[src/rtl/tristate_serial_tx_pkg.sv]
// tristate_serial_tx_pkg: shared state encoding, line-level constants and
// frame-length helper. TRISTATE_SERIAL_TX_PARITY_EN adds the parity bit.
package tristate_serial_tx_pkg;

    typedef enum logic [2:0] {
        S_IDLE   = 3'd0,
        S_LEAD   = 3'd1,
        S_START  = 3'd2,
        S_DATA   = 3'd3,
        S_PARITY = 3'd4,
        S_STOP   = 3'd5,
        S_GUARD  = 3'd6
    } state_t;

    localparam logic TX_IDLE_LEVEL = 1'b1;
    localparam logic TX_HIGHZ      = 1'b1;

`ifdef TRISTATE_SERIAL_TX_PARITY_EN
    localparam int PARITY_BITS = 1;
`else
    localparam int PARITY_BITS = 0;
`endif

    // Driven cycles of one stand-alone frame (LEAD included).
    function automatic int frame_len(
        input int width,
        input int lead,
        input int guard
    );
        return lead + width + 2 + PARITY_BITS + guard;
    endfunction

endpackage

[src/rtl/tx_shift_reg.sv]
// tx_shift_reg: WIDTH-bit parallel-load, MSB-first shift register.
// Ports: clk, rst_n (sync, active-low), i_load, i_shift, i_data[WIDTH-1:0],
// o_sout (current MSB), o_parity (running XOR, TRISTATE_SERIAL_TX_PARITY_EN).
module tx_shift_reg #(
    parameter int WIDTH = 8
) (
    input  logic             clk,
    input  logic             rst_n,
    input  logic             i_load,
    input  logic             i_shift,
    input  logic [WIDTH-1:0] i_data,
`ifdef TRISTATE_SERIAL_TX_PARITY_EN
    output logic             o_parity,
`endif
    output logic             o_sout
);

    logic [WIDTH-1:0] r_sreg;

    always_ff @(posedge clk) begin
        if (!rst_n) begin
            r_sreg <= '0;
        end else if (i_load) begin
            r_sreg <= i_data;
        end else if (i_shift) begin
            r_sreg <= {r_sreg[WIDTH-2:0], 1'b0};
        end
    end

    assign o_sout = r_sreg[WIDTH-1];

`ifdef TRISTATE_SERIAL_TX_PARITY_EN
    // Accumulates every bit as it leaves the MSB; after WIDTH
    // shifts it holds the even parity of the whole word.
    logic r_par;

    always_ff @(posedge clk) begin
        if (!rst_n) begin
            r_par <= 1'b0;
        end else if (i_load) begin
            r_par <= 1'b0;
        end else if (i_shift) begin
            r_par <= r_par ^ r_sreg[WIDTH-1];
        end
    end

    assign o_parity = r_par;
`endif

endmodule

[src/rtl/tristate_serial_tx.sv]
// tristate_serial_tx: frames words (lead, start, MSB-first data, stop,
// guard) onto a tri-state pair; releases to high-Z when idle.
// Ports: clk, rst_n (sync, active-low), in_data/in_valid/in_ready
// handshake, tx_o (buffer data), tx_t (1 = high-Z), busy.
// Optional parity bit: define TRISTATE_SERIAL_TX_PARITY_EN.
module tristate_serial_tx
    import tristate_serial_tx_pkg::*;
#(
    parameter int WIDTH = 8,
    parameter int LEAD  = 2,
    parameter int GUARD = 1
) (
    input  logic             clk,
    input  logic             rst_n,
    input  logic [WIDTH-1:0] in_data,
    input  logic             in_valid,
    output logic             in_ready,
    output logic             tx_o,
    output logic             tx_t,
    output logic             busy
);

    localparam int BW = $clog2(WIDTH);
    localparam logic [BW-1:0] BIT_LAST = BW'(WIDTH - 1);
    localparam logic [3:0] LEAD_LAST =
        4'((LEAD == 0) ? 0 : LEAD - 1);
    localparam logic [3:0] GUARD_LAST = 4'(GUARD - 1);

    state_t        r_state;
    logic [BW-1:0] r_bcnt;
    logic [3:0]    r_gcnt;
    logic          r_tx_o;
    logic          r_tx_t;
    logic          r_busy;

    logic w_last_guard;
    logic w_accept;
    logic w_shift;
    logic w_sout;
`ifdef TRISTATE_SERIAL_TX_PARITY_EN
    logic w_par;
`endif

    assign w_last_guard = (r_state == S_GUARD) &&
                          (r_gcnt == GUARD_LAST);
    assign in_ready = (r_state == S_IDLE) || w_last_guard;
    assign w_accept = in_valid && in_ready;

    // The register presents the next bit one edge ahead of the
    // registered tx_o, so shifting starts on the START edge.
    assign w_shift = (r_state == S_START) ||
                     ((r_state == S_DATA) && (r_bcnt != BIT_LAST));

    tx_shift_reg #(
        .WIDTH (WIDTH)
    ) u_shift (
        .clk      (clk),
        .rst_n    (rst_n),
        .i_load   (w_accept),
        .i_shift  (w_shift),
        .i_data   (in_data),
`ifdef TRISTATE_SERIAL_TX_PARITY_EN
        .o_parity (w_par),
`endif
        .o_sout   (w_sout)
    );

    always_ff @(posedge clk) begin
        if (!rst_n) begin
            r_state <= S_IDLE;
            r_bcnt  <= '0;
            r_gcnt  <= '0;
            r_tx_o  <= TX_IDLE_LEVEL;
            r_tx_t  <= TX_HIGHZ;
            r_busy  <= 1'b0;
        end else begin
            unique case (r_state)
                S_IDLE: begin
                    if (w_accept) begin
                        r_tx_t <= 1'b0;
                        r_busy <= 1'b1;
                        r_gcnt <= '0;
                        if (LEAD == 0) begin
                            r_state <= S_START;
                            r_tx_o  <= 1'b0;
                        end else begin
                            r_state <= S_LEAD;
                            r_tx_o  <= TX_IDLE_LEVEL;
                        end
                    end
                end
                S_LEAD: begin
                    if (r_gcnt == LEAD_LAST) begin
                        r_state <= S_START;
                        r_tx_o  <= 1'b0;
                    end else begin
                        r_gcnt <= r_gcnt + 4'd1;
                    end
                end
                S_START: begin
                    r_state <= S_DATA;
                    r_bcnt  <= '0;
                    r_tx_o  <= w_sout;
                end
                S_DATA: begin
                    if (r_bcnt == BIT_LAST) begin
`ifdef TRISTATE_SERIAL_TX_PARITY_EN
                        r_state <= S_PARITY;
                        r_tx_o  <= w_par;
`else
                        r_state <= S_STOP;
                        r_tx_o  <= TX_IDLE_LEVEL;
`endif
                    end else begin
                        r_bcnt <= r_bcnt + 1'b1;
                        r_tx_o <= w_sout;
                    end
                end
                S_PARITY: begin
                    r_state <= S_STOP;
                    r_tx_o  <= TX_IDLE_LEVEL;
                end
                S_STOP: begin
                    r_state <= S_GUARD;
                    r_gcnt  <= '0;
                    r_tx_o  <= TX_IDLE_LEVEL;
                end
                S_GUARD: begin
                    if (r_gcnt == GUARD_LAST) begin
                        if (in_valid) begin
                            // Back-to-back: keep driving, skip LEAD.
                            r_state <= S_START;
                            r_tx_o  <= 1'b0;
                        end else begin
                            r_state <= S_IDLE;
                            r_tx_o  <= TX_IDLE_LEVEL;
                            r_tx_t  <= TX_HIGHZ;
                            r_busy  <= 1'b0;
                        end
                    end else begin
                        r_gcnt <= r_gcnt + 4'd1;
                    end
                end
                default: begin
                    r_state <= S_IDLE;
                    r_tx_o  <= TX_IDLE_LEVEL;
                    r_tx_t  <= TX_HIGHZ;
                    r_busy  <= 1'b0;
                end
            endcase
        end
    end

    assign tx_o = r_tx_o;
    assign tx_t = r_tx_t;
    assign busy = r_busy;

endmodule

[config.mk]
export PLATFORM = sky130hd
export DESIGN_NAME = tristate_serial_tx
export DESIGN_NICKNAME = d
export VERILOG_FILES = /design/src/rtl/tristate_serial_tx_pkg.sv /design/src/rtl/tx_shift_reg.sv /design/src/rtl/tristate_serial_tx.sv
export SDC_FILE = /design/constraint.sdc
export NUM_CORES = 1
export LEC_CHECK = 0
export CELL_PAD_IN_SITES_DETAIL_PLACEMENT = 0
export CELL_PAD_IN_SITES_GLOBAL_PLACEMENT = 1
export CORE_AREA = 5 5 61 90
export DETAILED_ROUTE_END_ITERATION = 12
export DIE_AREA = 0 0 66 95
export DONT_BUFFER_PORTS = 1
export GPL_TIMING_DRIVEN = 1
export HOLD_SLACK_MARGIN = 0.1
export PLACE_DENSITY = 0.48
export SLEW_MARGIN = 25
export SYNTH_ARGS = -nofsm -noshare
export SYNTH_HDL_FRONTEND = slang
export SYNTH_SLANG_ARGS = --single-unit
[constraint.sdc]
create_clock -name clk -period 2.44 [get_ports clk]
set_clock_uncertainty 0.1 [all_clocks]
set_input_delay 0.488 -clock clk [delete_from_list [all_inputs] [get_ports clk]]
set_output_delay 0.488 -clock clk [all_outputs]
set_load 0.05 [all_outputs]
==> reports/qor.csv, run 1 <==
stage;metric;value;unit
status;status;finished, final reports clean;
floorplan;dieArea;6270;sq um
worst_setup_path;worstSetupPathType;reg2out;
cells_and_area;multi_input_comb_area;753;sq um
routing;drt_wl_total;3.06;mm
floorplan;dieHeight;95;um
logic_synthesis;yosysSeqAreaShare;33.8;%
worst_setup_path;worst-path-max-fanout;6;
floorplan;fp-row-count;31;
routing;via_per_inst;5.01;
sta;setup_violations;0;
placed_design;io_buffers;0;
grt;grt_use_total;10.1;%
grt;grt_max_degree;20;
sta;fmax;441;MHz
pwr;p_leak;0.464;nW
worst_setup_path;start_kind;flop;
logic_synthesis;ys.flop_type;dfxtp_1;
worst_setup_path;critPathCaptureType;output port;
sta;grt_setup_unrepaired;false;
logic_synthesis;ys_warn_count;0;
placed_design;dp.cells;213;
routing;wl_per_cell;14.1;um
worst_setup_path;worst_ep_arrival_time;1680;ps
sta;finalHoldViolations;0;
logic_synthesis;synth-edff-count;0;
grt;grt_pass1_vias;1070;
sta;tightest_slew;648;ps
cells_and_area;drive_gt1_share;9.93;%
job;maxCapViolations;0;
routing;drc;0;
routing;drtIter0Drc;95;
floorplan;io_pins;15;
grt;overflow;0;
placed_design;hpwl;2.27;mm
grt;antenna_found_initial;0;
clock_network;clock_sinks;21;
sta;post-route-period-util;92.9;%
clock_network;hold_buffers;0;
logic_synthesis;synth_area;1240;sq um
clock_network;cts.htree.levels;1;
clock_network;postCtsSetupBuffers;0;
floorplan;start_util;26.5;%
cells_and_area;fillers;532;
sta;relSlewSlack;56.7;%
clock_network;numCtsBuffers;3;
clock_network;cts_resized;0;
clock_network;clockBufferDepth;2;
routing;drtPass1Iterations;4;
cells_and_area;stdcell_count;217;
logic_synthesis;synth-seq-cells;21;
placed_design;gp_congestion;0.702;
clock_network;cts_tree;done;
pwr;powerDensity;599;nW/um^2
clock_network;root_buffer;clkbuf_8;
logic_synthesis;synth_area_per_cell;8.24;sq um
grt;grt_pass1_wl;4.93;mm
logic_synthesis;synthCells;151;
sta;fin_crit;2270;ps
worst_setup_path;crit_required;1850;ps
logic_synthesis;synth_cell_type_count;41;
cells_and_area;seq_area;420;sq um
floorplan;core-area;4690;sq um
min_path;holdCritPathClass;in2reg;
cells_and_area;antennaDiodeCount;0;
pwr;finalPower;816;uW
clock_network;clk_pin_slew;80;ps
routing;antenna_left;0;
sta;slew_violations;0;
floorplan;die_x;66;um
clock_network;worst_skew_pair.late_latency;260;ps
routing;vias;1088;
pwr;ir_worst_vdd;0.145;mV
sta;setup-tns-final;0;ps
logic_synthesis;synth-async-reset-ratio;0;%
cells_and_area;syn_to_final_growth;9.35;%
cells_and_area;nets;168;
logic_synthesis;syn_nets;167;
cell usage after synthesis (all sizes together) (2+ instances only):
cell | instances | share of area [%]
dfxtp | 21 | 34
nand2 | 17 | 5.3
o21ai | 12 | 4.8
nor2 | 11 | 3.3
nand3 | 10 | 4.0
a311oi | 8 | 7.0
inv | 8 | 2.4
a21oi | 6 | 2.4
o211ai | 6 | 3.6
buf | 5 | 2.4
ha | 5 | 5.0
nand2b | 5 | 2.5
nand4 | 4 | 2.0
nor3 | 4 | 1.6
clkbuf | 3 | 0.90
or3 | 3 | 1.5
a21boi | 2 | 1.2
a22oi | 2 | 1.2
o31ai | 2 | 1.2
or2 | 2 | 1.0
cells in the final DEF (no fill, tap or decap), drive strengths merged, types with 2 or more instances in the layout:
| cell | count |
|---|---|
| a21boi | 2 |
| a21oi | 6 |
| a22oi | 2 |
| a311oi | 8 |
| buf | 4 |
| clkbuf | 4 |
| dfxtp | 21 |
| ha | 5 |
| inv | 8 |
| nand2 | 17 |
| nand2b | 5 |
| nand3 | 10 |
| nand4 | 4 |
| nor2 | 11 |
| nor3 | 4 |
| o211ai | 6 |
| o21ai | 12 |
| o31ai | 2 |
| or2 | 2 |
| or3 | 3 |
state kept, by name, indices dropped and copies added, names as in the netlist:
| register | flops |
|---|---|
| busy | 1 |
| r_bcnt | 3 |
| r_gcnt | 4 |
| r_state | 3 |
| tx_o | 1 |
| tx_t | 1 |
| u_shift.r_sreg | 8 |
cell families (layout without fill, tap and decap cells):
kind of cell / count (synthesis) / in the layout / share of synthesized area, %
simple gates: 64 / 64 / 28.3
compound gates: 44 / 44 / 26.4
fa+ha+maj: 5 / 5 / 5.03
flops: 21 / 21 / 33.8
buf+inv: 16 / 16 / 5.73
xor+xnor: 1 / 1 / 0.704
critical path, cell delays in order, from the launching register on:
cell and delay, ps:
dfxtp_1 360, inv_1 70, ha_1 150, nor3b_2 330, nand3_1 120, a21oi_1 170
buf_4 220
layer usage:
metal / vias to the layer above / wire length (um) / track usage, %
li1: 552 / - / -
met1: 515 / 1280 / 11.0
met2: 19 / 1640 / 18.9
met3: 2 / 116 / 1.90
met4: 0 / 26 / 4.07
met5: - / 0 / 0
power by group:
group	internal (mW)	switching [mW]	total [mW]
clock	0.116	0.110	0.226
sequential	0.370	0.0537	0.424
combinational	0.0712	0.0937	0.165
final cells by class:
type / instances / area share (%)
multi-input combinational: 114 / 55.3
sequential: 21 / 30.9
tap: 66 / 6.07
clock buffer: 4 / 3.31
timing repair buffer: 4 / 2.21
inverter: 8 / 2.21
metrics by stage:
step | setup WS [ps] | instance area, sq um | hold WS [ps] | util (%)
detailed placement | 440 | 1320 | 367 | 28.0
floorplan | 123 | 1240 | 348 | -
global placement | 459 | 1320 | 370 | 28.0
finish | 174 | 1360 | 219 | 29.0
global route | 21.5 | 1360 | 214 | 29.0
CTS | 132 | 1360 | 210 | 29.0
path summary, 6_finish.rpt:
| kind | cells after the start | slack (ps) | startpoint | end |
|---|---|---|---|---|
| max | 6 | 170 | r_gcnt[0] | in_ready |
| min | 1 | 220 | rst_n | tx_o |
| max reg2reg | 4 | 460 | r_state[2] | r_gcnt[0] |
| min reg2reg | 2 | 380 | u_shift.r_sreg[0] | u_shift.r_sreg[0] |
(Power assumes the default switching activity.)
==> run 2, diff against run 1 <==
Settings changed: CTS_BUF_LIST set to sky130_fd_sc_hd__clkbuf_16.
==> reports/qor.csv, run 2 (synthesis results as in run 1) <==
stage;metric;value;unit;change
cells_and_area;fin_util;29.7;%;was 29.0%
pwr;swShare;29.0;%;was 31.6%
cells_and_area;most-common-layout-cells;21 x dfxtp_1, 16 x nand2_1, 11 x nor2_1;;unchanged
job;maxCapViolations;0;;unchanged
pwr;power_frac_clock;36.6;%;was 27.8%
floorplan;core-area;4690;sq um;unchanged
clock_network;clock_sinks;21;;unchanged
sta;setup_violations;0;;unchanged
clock_network;worst_skew_pair.late_latency;250;ps;was 260 ps
clock_network;postCtsSetupBuffers;0;;unchanged
grt;antenna_found_initial;0;;unchanged
cells_and_area;antennaDiodeCount;0;;unchanged
sta;finalHoldViolations;0;;unchanged
sta;fin_crit;2260;ps;was 2270 ps
routing;drtIter0Drc;101;;was 95
floorplan;dieArea;6270;sq um;unchanged
placed_design;io_buffers;0;;unchanged
floorplan;start_util;26.5;%;unchanged
pwr;seqPwrFrac;45.7;%;was 52.0%
worst_setup_path;worst-path-max-fanout;6;;unchanged
clock_network;cts_tree;done;;unchanged
floorplan;fp-row-count;31;;unchanged
worst_setup_path;worstSetupPathType;reg2out;;unchanged
pwr;p_leak;0.483;nW;was 0.464 nW
cells_and_area;drive_gt1_share;9.93;%;unchanged
placed_design;hpwl;2.27;mm;unchanged
sta;relSlewSlack;56.6;%;was 56.7%
clock_network;numCtsBuffers;3;;unchanged
routing;antenna_left;0;;unchanged
cells_and_area;nets;168;;unchanged
pwr;finalPower;930;uW;was 816 uW
clock_network;root_buffer;clkbuf_16;;was clkbuf_8
clock_network;cts.htree.levels;1;;unchanged
grt;grt_use_total;10.2;%;was 10.1%
routing;vias;1094;;was 1088
grt;grt_pass1_vias;1069;;was 1070
sta;post-route-period-util;92.5;%;was 92.9%
pwr;switching_power;270;uW;was 258 uW
routing;wl_per_cell;14.1;um;about the same
pwr;power.internal;660;uW;was 558 uW
clock_network;hold_buffers;0;;unchanged
sta;tightest_slew;650;ps;was 648 ps
min_path;holdCritPathClass;in2reg;;unchanged
pwr;ir_worst_vdd;0.177;mV;was 0.145 mV
routing;drt_wl_total;3.07;mm;was 3.06 mm
sta;setup-tns-final;0;ps;unchanged
routing;via_per_inst;5.04;;was 5.01
grt;grt_max_degree;20;;unchanged
clock_network;clk_pin_slew;60;ps;was 80 ps
cells_and_area;final_common_cell;dfxtp_1;;unchanged
floorplan;dieHeight;95;um;unchanged
worst_setup_path;start_kind;flop;;unchanged
pwr;powerDensity;667;nW/um^2;was 599 nW/um^2
floorplan;io_pins;15;;unchanged
pwr;p_comb_share;17.8;%;was 20.2%
status;status;finished, final reports clean;;unchanged
sta;grt_setup_unrepaired;false;;unchanged
worst_setup_path;critPathCaptureType;output port;;unchanged
sta;fmax;443;MHz;was 441 MHz
sta;slew_violations;0;;unchanged
grt;grt_pass1_wl;4.95;mm;was 4.93 mm
cells_and_area;largest_reg_flops;8;;unchanged
floorplan;die_x;66;um;unchanged
routing;drc;0;;unchanged
worst_setup_path;worst_ep_arrival_time;1670;ps;was 1680 ps
cells_and_area;syn_to_final_growth;12.1;%;was 9.35%
cells_and_area;reg.largest.list;u_shift.r_sreg (8), r_gcnt (4);;unchanged
clock_network;cts_resized;0;;unchanged
placed_design;gp_congestion;0.702;;unchanged
worst_setup_path;crit_required;1850;ps;about the same
cells_and_area;regMostFlops;u_shift.r_sreg;;unchanged
clock_network;clockBufferDepth;2;;unchanged
routing;drtPass1Iterations;4;;unchanged
grt;overflow;0;;unchanged
## run 2: cell types whose count changed in the layout (fill, tap and decap cells not counted), sizes merged
cell    delta
inv        +1
clkbuf     -1
## run 2: layout make-up
class,instances,area [sq um]
tap,66,82.6
fill,526,3300
timing repair buffer,4,30.0
inverter,8,30.0
clock inverter,1,3.75
sequential,21,420
clock buffer,3,75.1
multi-input combinational,114,753
## run 2: worst max-delay path, stage by stage (launching register included)
cell	delay, ps
dfxtp_1	350
inv_1	80
ha_1	150
nor3b_2	330
nand3_1	120
a21oi_1	170
buf_4	220
## run 2: final timing paths
| check | from | to | slack (ps) | cells after the start |
|---|---|---|---|---|
| setup / recovery | r_gcnt[0] | in_ready | 180 | 6 |
| hold / removal | rst_n | tx_o | 230 | 1 |
| setup reg to reg | r_state[2] | r_gcnt[0] | 450 | 4 |
| hold reg to reg | u_shift.r_sreg[0] | u_shift.r_sreg[0] | 370 | 2 |
## run 2: stage by stage
step | instances | setup WS [ps] | cell area (sq um) | hold slack (ps)
3_3_place_gp | 213 | 459 | 1320 | 370
2_1_floorplan | 151 | 123 | 1240 | 348
6_report | 217 | 184 | 1400 | 228
3_5_place_dp | 213 | 440 | 1320 | 367
5_1_grt | 217 | 42.6 | 1400 | 228
4_1_cts | 217 | 148 | 1400 | 225
## run 2: power by group through the flow
stage               clock, mW  sequential [mW]  combinational (mW)
floorplan                   0            0.420               0.140
global placement            0            0.431               0.166
detailed placement          0            0.432               0.168
CTS                     0.355            0.425               0.169
global route            0.369            0.429               0.185
finish                  0.340            0.425               0.165
## run 2: per-layer routing
metal  global-route usage (%)  wire length [um]  vias to the layer above
li1                         -                 -                      554
met1                     11.1              1330                      525
met2                     18.9              1620                       13
met3                     1.90                83                        2
met4                     4.58                31                        0
met5                        0                 0                        -
==> run 3, diff against run 2 <==
Settings changed: ABC_AREA set to 1, PLACE_DENSITY 0.48 to 0.5.
==> reports/qor.csv, run 3 <==
stage;metric;value;unit;change
status;status;finished, final reports clean;;unchanged
clock_network;cts.htree.levels;1;;unchanged
logic_synthesis;synthTopCellsByCount;49 x nand2_1, 21 x dfxtp_1, 20 x nor2_1, 19 x a21oi_1, 17 x nand3_1;;was 21 x dfxtp_1, 16 x nand2_1, 11 x nor2_1, 10 x nand3_1
logic_synthesis;synth_area_leaders;dfxtp_1 34%, nand2_1 15%, a21oi_1 7.7%;;was dfxtp_1 34%, ha_1 5.0%, a311oi_1 4.9%
floorplan;io_pins;15;;unchanged
sta;fmax;530;MHz;was 443 MHz
cells_and_area;nets;199;;was 168
floorplan;die_x;66;um;unchanged
clock_network;clock_sinks;21;;unchanged
clock_network;clk_pin_slew;60;ps;about the same
sta;fin_crit;1890;ps;was 2260 ps
logic_synthesis;synth-async-reset-ratio;0;%;unchanged
sta;slew_violations;0;;unchanged
clock_network;cts_tree;done;;unchanged
logic_synthesis;ys.flop_type;dfxtp_1;;unchanged
placed_design;gp_congestion;0.731;;was 0.702
cells_and_area;seq_area;420;sq um;unchanged
cells_and_area;final_common_cell;nand2_1;;was dfxtp_1
floorplan;fp-row-count;31;;unchanged
logic_synthesis;ys_warn_count;0;;unchanged
sta;fin_ws;554;ps;was 184 ps
cells_and_area;regMostFlops;u_shift.r_sreg;;unchanged
min_path;holdCritPathClass;in2reg;;unchanged
sta;grt_setup_unrepaired;false;;unchanged
worst_setup_path;worstSetupPathType;reg2out;;unchanged
grt;grt_pass1_wl;4.82;mm;was 4.95 mm
clock_network;root_buffer;clkbuf_16;;unchanged
floorplan;dieArea;6270;sq um;unchanged
cells_and_area;most-common-layout-cells;49 x nand2_1, 21 x dfxtp_1, 20 x nor2_1;;was 21 x dfxtp_1, 16 x nand2_1, 11 x nor2_1
logic_synthesis;synth-seq-cells;21;;unchanged
logic_synthesis;syn_nets;197;;was 167
cells_and_area;fillers;522;;was 526
worst_setup_path;crit_required;1850;ps;about the same
logic_synthesis;synth_cell_type_count;21;;was 41
worst_setup_path;start_kind;flop;;unchanged
logic_synthesis;synthCells;181;;was 151
placed_design;hpwl;2.35;mm;was 2.27 mm
logic_synthesis;yosysSeqAreaShare;34.1;%;was 33.8%
routing;drtIter0Drc;29;;was 101
sta;post-route-period-util;77.3;%;was 92.5%
grt;grt_max_degree;16;;was 20
logic_synthesis;synth_top_area_share;34.1;%;was 33.8%
routing;antenna_left;0;;unchanged
logic_synthesis;synth_area_per_cell;6.80;sq um;was 8.24 sq um
floorplan;start_util;26.2;%;was 26.5%
clock_network;worst_skew_pair.late_latency;250;ps;about the same
logic_synthesis;synth-edff-count;0;;unchanged
worst_setup_path;worst_ep_arrival_time;1300;ps;was 1670 ps
routing;drt_wl_total;2.95;mm;was 3.07 mm
logic_synthesis;synth_area;1230;sq um;was 1240 sq um
clock_network;clockBufferDepth;2;;unchanged
placed_design;preCtsSetupSlack;758;ps;was 440 ps
sta;setup_violations;0;;unchanged
clock_network;numCtsBuffers;3;;unchanged
clock_network;hold_buffers;0;;unchanged
routing;drc;0;;unchanged
clock_network;postCtsSetupBuffers;0;;unchanged
worst_setup_path;worst-path-max-fanout;5;;was 6
cells_and_area;reg.largest.list;u_shift.r_sreg (8), r_gcnt (4);;unchanged
worst_setup_path;critPathCaptureType;output port;;unchanged
logic_synthesis;synth_largest_area_cell;dfxtp_1;;unchanged
routing;via_per_inst;4.41;;was 5.04
pwr;powerDensity;1260;nW/um^2;was 667 nW/um^2
cells_and_area;antennaDiodeCount;0;;unchanged
grt;grt_use_total;10.1;%;was 10.2%
grt;antenna_found_initial;0;;unchanged
job;maxCapViolations;0;;unchanged
floorplan;dieHeight;95;um;unchanged
cells_and_area;drive_gt1_share;14.8;%;was 9.93%
clock_network;cts_resized;0;;unchanged
pwr;p_leak;0.609;nW;was 0.483 nW
grt;overflow;0;;unchanged
sta;relSlewSlack;63.9;%;was 56.6%
placed_design;io_buffers;0;;unchanged
logic_synthesis;yosysMostFrequentCell;nand2_1;;was dfxtp_1
sta;finalHoldViolations;0;;unchanged
grt;grt_pass1_vias;1070;;was 1069
cells_and_area;largest_reg_flops;8;;unchanged
cells_and_area;multi_input_comb_area;702;sq um;was 753 sq um
routing;drtPass1Iterations;4;;unchanged
cells_and_area;syn_to_final_growth;10.7;%;was 12.1%
floorplan;core-area;4690;sq um;unchanged
pwr;ir_worst_vdd;0.323;mV;was 0.177 mV
sta;setup-tns-final;0;ps;unchanged
sta;tightest_slew;540;ps;was 650 ps
routing;vias;1093;;was 1094
routing;wl_per_cell;11.9;um;was 14.1 um
-- run 3: through the flow --
| stage | cells | cell area (sq um) | power, mW | util (%) | hold WS (ps) |
|---|---|---|---|---|---|
| after floorplan | 181 | 1230 | 1.26 | - | 328 |
| after global placement | 244 | 1280 | 1.39 | 27.4 | 341 |
| after detailed placement | 244 | 1280 | 1.40 | 27.4 | 352 |
| after CTS | 248 | 1360 | 1.75 | 29.0 | 215 |
| after global routing | 248 | 1360 | 1.87 | 29.0 | 230 |
| final | 248 | 1360 | 1.72 | 29.0 | 223 |
-- run 3: cells by family after synthesis --
| kind of cell | Yosys count | synth area share [%] |
|---|---|---|
| buffers and inverters | 23 | 8.84 |
| DFF | 21 | 34.1 |
| xor gates and xnor gates | 1 | 0.712 |
| adders and majority gates | 5 | 5.08 |
| and+or+nand+nor | 100 | 36.3 |
| AOI/OAI and AO/OA | 31 | 14.9 |
-- run 3: critical path, cell delays in order (launching register included) --
cell and delay, ps:
dfxtp_1 330, inv_1 110, ha_1 180, inv_1 40
nor2_1 120, nand2_2 70, nand2_4 180
-- run 3: area by class of cell --
class | count | share of cell area [%]
Multi-Input combinational cell | 137 | 51.5
Sequential cell | 21 | 30.9
Tap cell | 66 | 6.06
Clock buffer | 3 | 5.51
Inverter | 19 | 5.23
Timing Repair Buffer | 1 | 0.551
Clock inverter | 1 | 0.275
-- run 3: report_power, final --
| part | internal, mW | switching, mW | total, mW |
|---|---|---|---|
| Combinational | 0.236 | 0.508 | 0.744 |
| Clock | 0.219 | 0.131 | 0.350 |
| Sequential | 0.446 | 0.179 | 0.625 |
-- run 3: path summary, 6_finish.rpt --
path | from | end | slack [ps] | cells past startpoint
worst max register to register | r_gcnt[0] | u_shift.r_sreg[5] | 760 | 10
worst max-delay path | r_gcnt[1] | in_ready | 550 | 6
worst min register to register | r_gcnt[3] | r_gcnt[3] | 360 | 2
worst min-delay path | rst_n | tx_t | 220 | 1
-- run 3: metal layers --
| layer | up-vias | part of all wire, % | GRT usage [%] |
|---|---|---|---|
| li1 | 583 | - | - |
| met1 | 502 | 41 | 10.2 |
| met2 | 6 | 57 | 20.2 |
| met3 | 2 | 1.6 | 1.43 |
| met4 | 0 | 0.88 | 3.56 |
| met5 | - | 0 | 0 |
